[src/rtl/tx_code_group_seq.sv]
// PCS transmit code-group sequencer: expands the requested ordered set into one octet+K flag per GTX_CLK.
// Define TX_CONFIG_EN to compile in /C/ generation; otherwise tx_os_C is handled exactly like tx_os_I.
module tx_code_group_seq (
  input  logic        GTX_CLK,
  input  logic        mr_main_reset,
  input  logic [6:0]  tx_o_set,
  input  logic [7:0]  TXD,
  input  logic [15:0] tx_config_reg,
  input  logic        tx_disparity,
  output logic [7:0]  tx_octet,
  output logic        tx_is_k,
  output logic        tx_even,
  output logic        TX_OSET_indicate
);

  // Ordered-set request codes, one-hot as in macros_TX.v
  localparam logic [6:0] TX_OS_I = 7'b000_0001;
  localparam logic [6:0] TX_OS_S = 7'b000_0010;
  localparam logic [6:0] TX_OS_T = 7'b000_0100;
  localparam logic [6:0] TX_OS_R = 7'b000_1000;
  localparam logic [6:0] TX_OS_V = 7'b001_0000;
  localparam logic [6:0] TX_OS_D = 7'b010_0000;
  localparam logic [6:0] TX_OS_C = 7'b100_0000;

  localparam logic [7:0] K28_5 = 8'hBC;
  localparam logic [7:0] K27_7 = 8'hFB;
  localparam logic [7:0] K29_7 = 8'hFD;
  localparam logic [7:0] K23_7 = 8'hF7;
  localparam logic [7:0] K30_7 = 8'hFE;
  localparam logic [7:0] D5_6  = 8'hC5;
  localparam logic [7:0] D16_2 = 8'h50;
`ifdef TX_CONFIG_EN
  localparam logic [7:0] D21_5 = 8'hB5;
  localparam logic [7:0] D2_2  = 8'h42;
`endif

  typedef enum logic [2:0] {
    GEN,
    IDLE_A,
    IDLE_B,
    FILL
`ifdef TX_CONFIG_EN
    , CFG_A,
    CFG_B,
    CFG_C,
    CFG_D
`endif
  } state_t;

  state_t     state;
  logic       idle_i1;
  logic       req_align;
  logic [7:0] gen_octet;
  logic       gen_k;

`ifdef TX_CONFIG_EN
  logic        req_cfg;
  logic        pend_cfg;
  logic [15:0] cfg_word;
  logic        use_c2;
`else
  logic        unused_cfg;
  assign unused_cfg = ^tx_config_reg;
`endif

  // Request decode; req_align marks the multi-code-group sets that must start on an even slot.
  always_comb begin
    req_align = 1'b0;
    gen_octet = K30_7;
    gen_k     = 1'b1;
`ifdef TX_CONFIG_EN
    req_cfg   = 1'b0;
`endif
    case (tx_o_set)
      TX_OS_I: req_align = 1'b1;
      TX_OS_C: begin
        req_align = 1'b1;
`ifdef TX_CONFIG_EN
        req_cfg   = 1'b1;
`endif
      end
      TX_OS_S: gen_octet = K27_7;
      TX_OS_T: gen_octet = K29_7;
      TX_OS_R: gen_octet = K23_7;
      TX_OS_V: gen_octet = K30_7;
      TX_OS_D: begin
        gen_octet = TXD;
        gen_k     = 1'b0;
      end
      default: gen_octet = K30_7;
    endcase
  end

  always_ff @(posedge GTX_CLK or posedge mr_main_reset) begin
    if (mr_main_reset) begin
      state            <= IDLE_A;
      tx_octet         <= K28_5;
      tx_is_k          <= 1'b1;
      tx_even          <= 1'b1;
      TX_OSET_indicate <= 1'b0;
      idle_i1          <= 1'b0;
`ifdef TX_CONFIG_EN
      pend_cfg         <= 1'b0;
      cfg_word         <= '0;
      use_c2           <= 1'b0;
`endif
    end else begin
      tx_even          <= ~tx_even;
      tx_octet         <= K28_5;
      tx_is_k          <= 1'b1;
      TX_OSET_indicate <= 1'b0;
      case (state)
        IDLE_A: begin
          state            <= IDLE_B;
          tx_octet         <= idle_i1 ? D5_6 : D16_2;
          tx_is_k          <= 1'b0;
          TX_OSET_indicate <= 1'b1;
        end
        FILL: begin
`ifdef TX_CONFIG_EN
          state <= pend_cfg ? CFG_A : IDLE_A;
`else
          state <= IDLE_A;
`endif
        end
`ifdef TX_CONFIG_EN
        CFG_A: begin
          state    <= CFG_B;
          tx_octet <= use_c2 ? D2_2 : D21_5;
          tx_is_k  <= 1'b0;
          use_c2   <= ~use_c2;
        end
        CFG_B: begin
          state    <= CFG_C;
          tx_octet <= cfg_word[7:0];
          tx_is_k  <= 1'b0;
        end
        CFG_C: begin
          state            <= CFG_D;
          tx_octet         <= cfg_word[15:8];
          tx_is_k          <= 1'b0;
          TX_OSET_indicate <= 1'b1;
        end
`endif
        // GEN, IDLE_B and CFG_D hold the last code-group of a set: sample the next request.
        default: begin
          if (req_align) begin
            idle_i1  <= tx_disparity;
`ifdef TX_CONFIG_EN
            pend_cfg <= req_cfg;
            cfg_word <= tx_config_reg;
`endif
            if (tx_even) begin
              state    <= FILL;
              tx_octet <= K23_7;
            end else begin
`ifdef TX_CONFIG_EN
              state <= req_cfg ? CFG_A : IDLE_A;
`else
              state <= IDLE_A;
`endif
            end
          end else begin
            state            <= GEN;
            tx_octet         <= gen_octet;
            tx_is_k          <= gen_k;
            TX_OSET_indicate <= 1'b1;
          end
        end
      endcase
    end
  end

endmodule

[config.mk]
export PLATFORM = sky130hd
export DESIGN_NAME = tx_code_group_seq
export DESIGN_NICKNAME = d
export VERILOG_FILES = /design/src/rtl/tx_code_group_seq.sv
export SDC_FILE = /design/constraint.sdc
export NUM_CORES = 1
export LEC_CHECK = 0
export ABC_AREA = 1
export CAP_MARGIN = 10
export CORE_UTILIZATION = 60
export CTS_CLUSTER_SIZE = 16
export DETAILED_ROUTE_END_ITERATION = 8
export DONT_BUFFER_PORTS = 1
export PLACE_DENSITY_LB_ADDON = 0.3
export SETUP_SLACK_MARGIN = 0.1
export SLEW_MARGIN = 25
export SYNTH_ARGS = -nofsm -noshare
export SYNTH_HDL_FRONTEND = slang
export SYNTH_SLANG_ARGS = --single-unit
[constraint.sdc]
create_clock -name GTX_CLK -period 2.2 [get_ports GTX_CLK]
set_input_delay 0.22 -clock GTX_CLK [delete_from_list [all_inputs] [get_ports GTX_CLK]]
set_output_delay 0.22 -clock GTX_CLK [all_outputs]
set_load 0.1 [all_outputs]
==> results_dict.tcl <==
set metrics [dict create \
    num_rows 12 \
    p_leak_nw 0.467 \
    outcome "finished, final reports clean" \
    layout-drive-gt1-share_pct 30.8 \
    die_h_um 38.8 \
    r2r_end "tx_octet[6]" \
    drv_slew 0 \
    hp-start "tx_disparity" \
    setup.worst_path.start_class "register" \
    r2r_cells 4 \
    cts_max_level 1 \
    clk_latency_ns 0.27 \
    maxCapViolCount 0 \
    rsz0062_at_grt "false" \
    start_util_pct 68.7 \
    hold_end "idle_i1" \
    p_per_area_nw_per_um2 549 \
    cts_tree "yes" \
    timing.rr.start "tx_even" \
    holdCritPathClass "input port to register" \
    timing.final.crit_share_pct 64.1 \
    clock-sinks 14 \
    layout_commonest_cell "nand2_1" \
    mostFrequentLayoutCells "nand2_1 (31), nor2_1 (15), inv_1 (12)" \
    num_vias 682 \
    gp_congestion 0.890 \
    hold_depth 2 \
    drtAntennaViolNets 0 \
    clock_path_buffers 2 \
    grtUsageTotal_pct 24.1 \
    critPathRequiredTime_ns 1.98 \
    synth_top_family_by_area "simple AND/OR/NAND/NOR gates" \
    fin_crit_ns 1.41 \
    antenna_found_initial 0 \
    synth_area_sq_um 815 \
    crit_path_max_fanout 1 \
    gr-total-overflow 0 \
    synthCells 112 \
    slew_headroom_pct 42.3 \
    post_cts_buffers 0 \
    final_nets 153 \
    grt_pass1_wl_um 2440 \
    syn-num-nets 146 \
    crit_type "register to primary output" \
    grt_pass1_vias 646 \
    numCtsBuffers 3 \
    syn_area_per_cell_sq_um 7.27 \
    worstSetupEndpointType "primary output" \
    port_buffers 0 \
    coreArea_sq_um 1190 \
    place_area_sq_um 840 \
    r2r_slack_ns 0.79 \
    clkSlewWorstSetupHoldPaths_ns 0.07 \
    fin_setup_tns_ns 0 \
    tightest_slew_ns 0.866 \
    fill_cells 89 \
    grt_max_degree 15 \
    finClkSkew_ns 0.00124 \
    yosys.area_share.simple_pct 44.5 \
    total_power_mw 0.479 \
    utilization_pct 73.5 \
    areaGrowthSynthToFinish_pct 7.07 \
    synth_seq_cells 14 \
    yosys_warnings 0 \
    design_area_sq_um 872 \
    drtIter0Drc 22 \
    synth_cell_type_count 17 \
    via_per_inst 5.21 \
    seq_area_frac_synth_pct 44.2 \
    dieWidth_um 38.8 \
    arrival_ns 1.19 \
    synth_xor_xnor_area_share_pct 0 \
    hold_viol 0 \
    remaining_drc_errors 0 \
    antenna_cells 0 \
    fmax_ghz 0.709 \
    synth_mux_area_share_pct 0 \
    io_pins 45 \
    dp_hpwl_um 1200 \
    setup_viol_count_final 0 \
    synth-adder-area-share_pct 0 \
    drt_pre_antenna_iters 4 \
    drt_wl_total_um 1440 \
    wl_per_cell_um 11.0 \
    die_area_sq_um 1510 \
    peakVddDrop_v 0.000392 \
    synth_compound_area_share_pct 2.46 \
    root_buffer "clkbuf_4" \
]
cells in the mapped netlist (all sizes together):
cell type | count | area share, %
nor2 | 21 | 12
nand4 | 2 | 1.5
nand2 | 41 | 23
and2 | 2 | 1.5
a21oi | 1 | 0.61
dfrtp | 6 | 18
o21ai | 3 | 1.8
dfstp | 8 | 26
inv | 19 | 8.8
nand3 | 9 | 6.1
worst max-delay path by stage:
stage	from	endpoint	slack, ns	cells past startpoint
floorplan	tx_even	tx_octet[0]	0.87	6
global placement	tx_even	tx_octet[0]	0.82	6
CTS	tx_octet[0]	tx_octet[0]	0.78	0
finish	tx_octet[0]	tx_octet[0]	0.79	0
global route	tx_even	tx_octet[6]	0.75	4
detailed placement	tx_even	tx_octet[6]	0.82	4
routing by layer:
| metal | GRT usage [%] | routed length (um) | vias up |
|---|---|---|---|
| met5 | 0 | 0 | - |
| met4 | 5.17 | 13 | 0 |
| met3 | 8.67 | 150 | 2 |
| met2 | 42.9 | 712 | 31 |
| met1 | 27.2 | 567 | 300 |
| li1 | - | - | 349 |
cell families after synthesis:
group | Yosys count
and+or+nand+nor | 75
buffers and inverters | 19
DFF | 14
AOI/OAI and AO/OA | 4
per-stage QoR:
step / setup WS (ns) / std cells / hold slack [ns]
2_1_floorplan: 0.871 / 112 / 0.103
3_3_place_gp: 0.817 / 127 / 0.146
3_5_place_dp: 0.818 / 127 / 0.162
4_1_cts: 0.779 / 131 / 0.0741
5_1_grt: 0.747 / 131 / 0.0823
6_report: 0.790 / 131 / 0.0830
sequential cells by signal (all words and copies together), names as in the netlist:
register / flops
state: 2
idle_i1: 1
tx_even: 1
TX_OSET_indicate: 1
tx_is_k: 1
tx_octet: 8
what timing repair did:
| item | 4_1_cts | 5_1_grt |
|---|---|---|
| hold buffers | 1 | 0 |
| resized for setup | 0 | 0 |
| hold endpoints to repair | 6 | 0 |
cell type report:
cell class / instances / area [sq um] / share of cell area (%)
multi-input cells: 79 / 383 / 43.9
flip-flops and latches: 14 / 360 / 41.3
inverters: 19 / 71.3 / 8.18
clock buffers: 3 / 22.5 / 2.58
repair buffers: 2 / 17.5 / 2.01
well taps: 14 / 17.5 / 2.01
report_power, final:
group / switching [mW] / total (mW) / internal (mW)
clock network: 0.0731 / 0.137 / 0.0635
registers: 0.0315 / 0.299 / 0.267
logic: 0.0289 / 0.0431 / 0.0142
total: 0.133 / 0.479 / 0.345
Power figures use the tool's default switching activity.
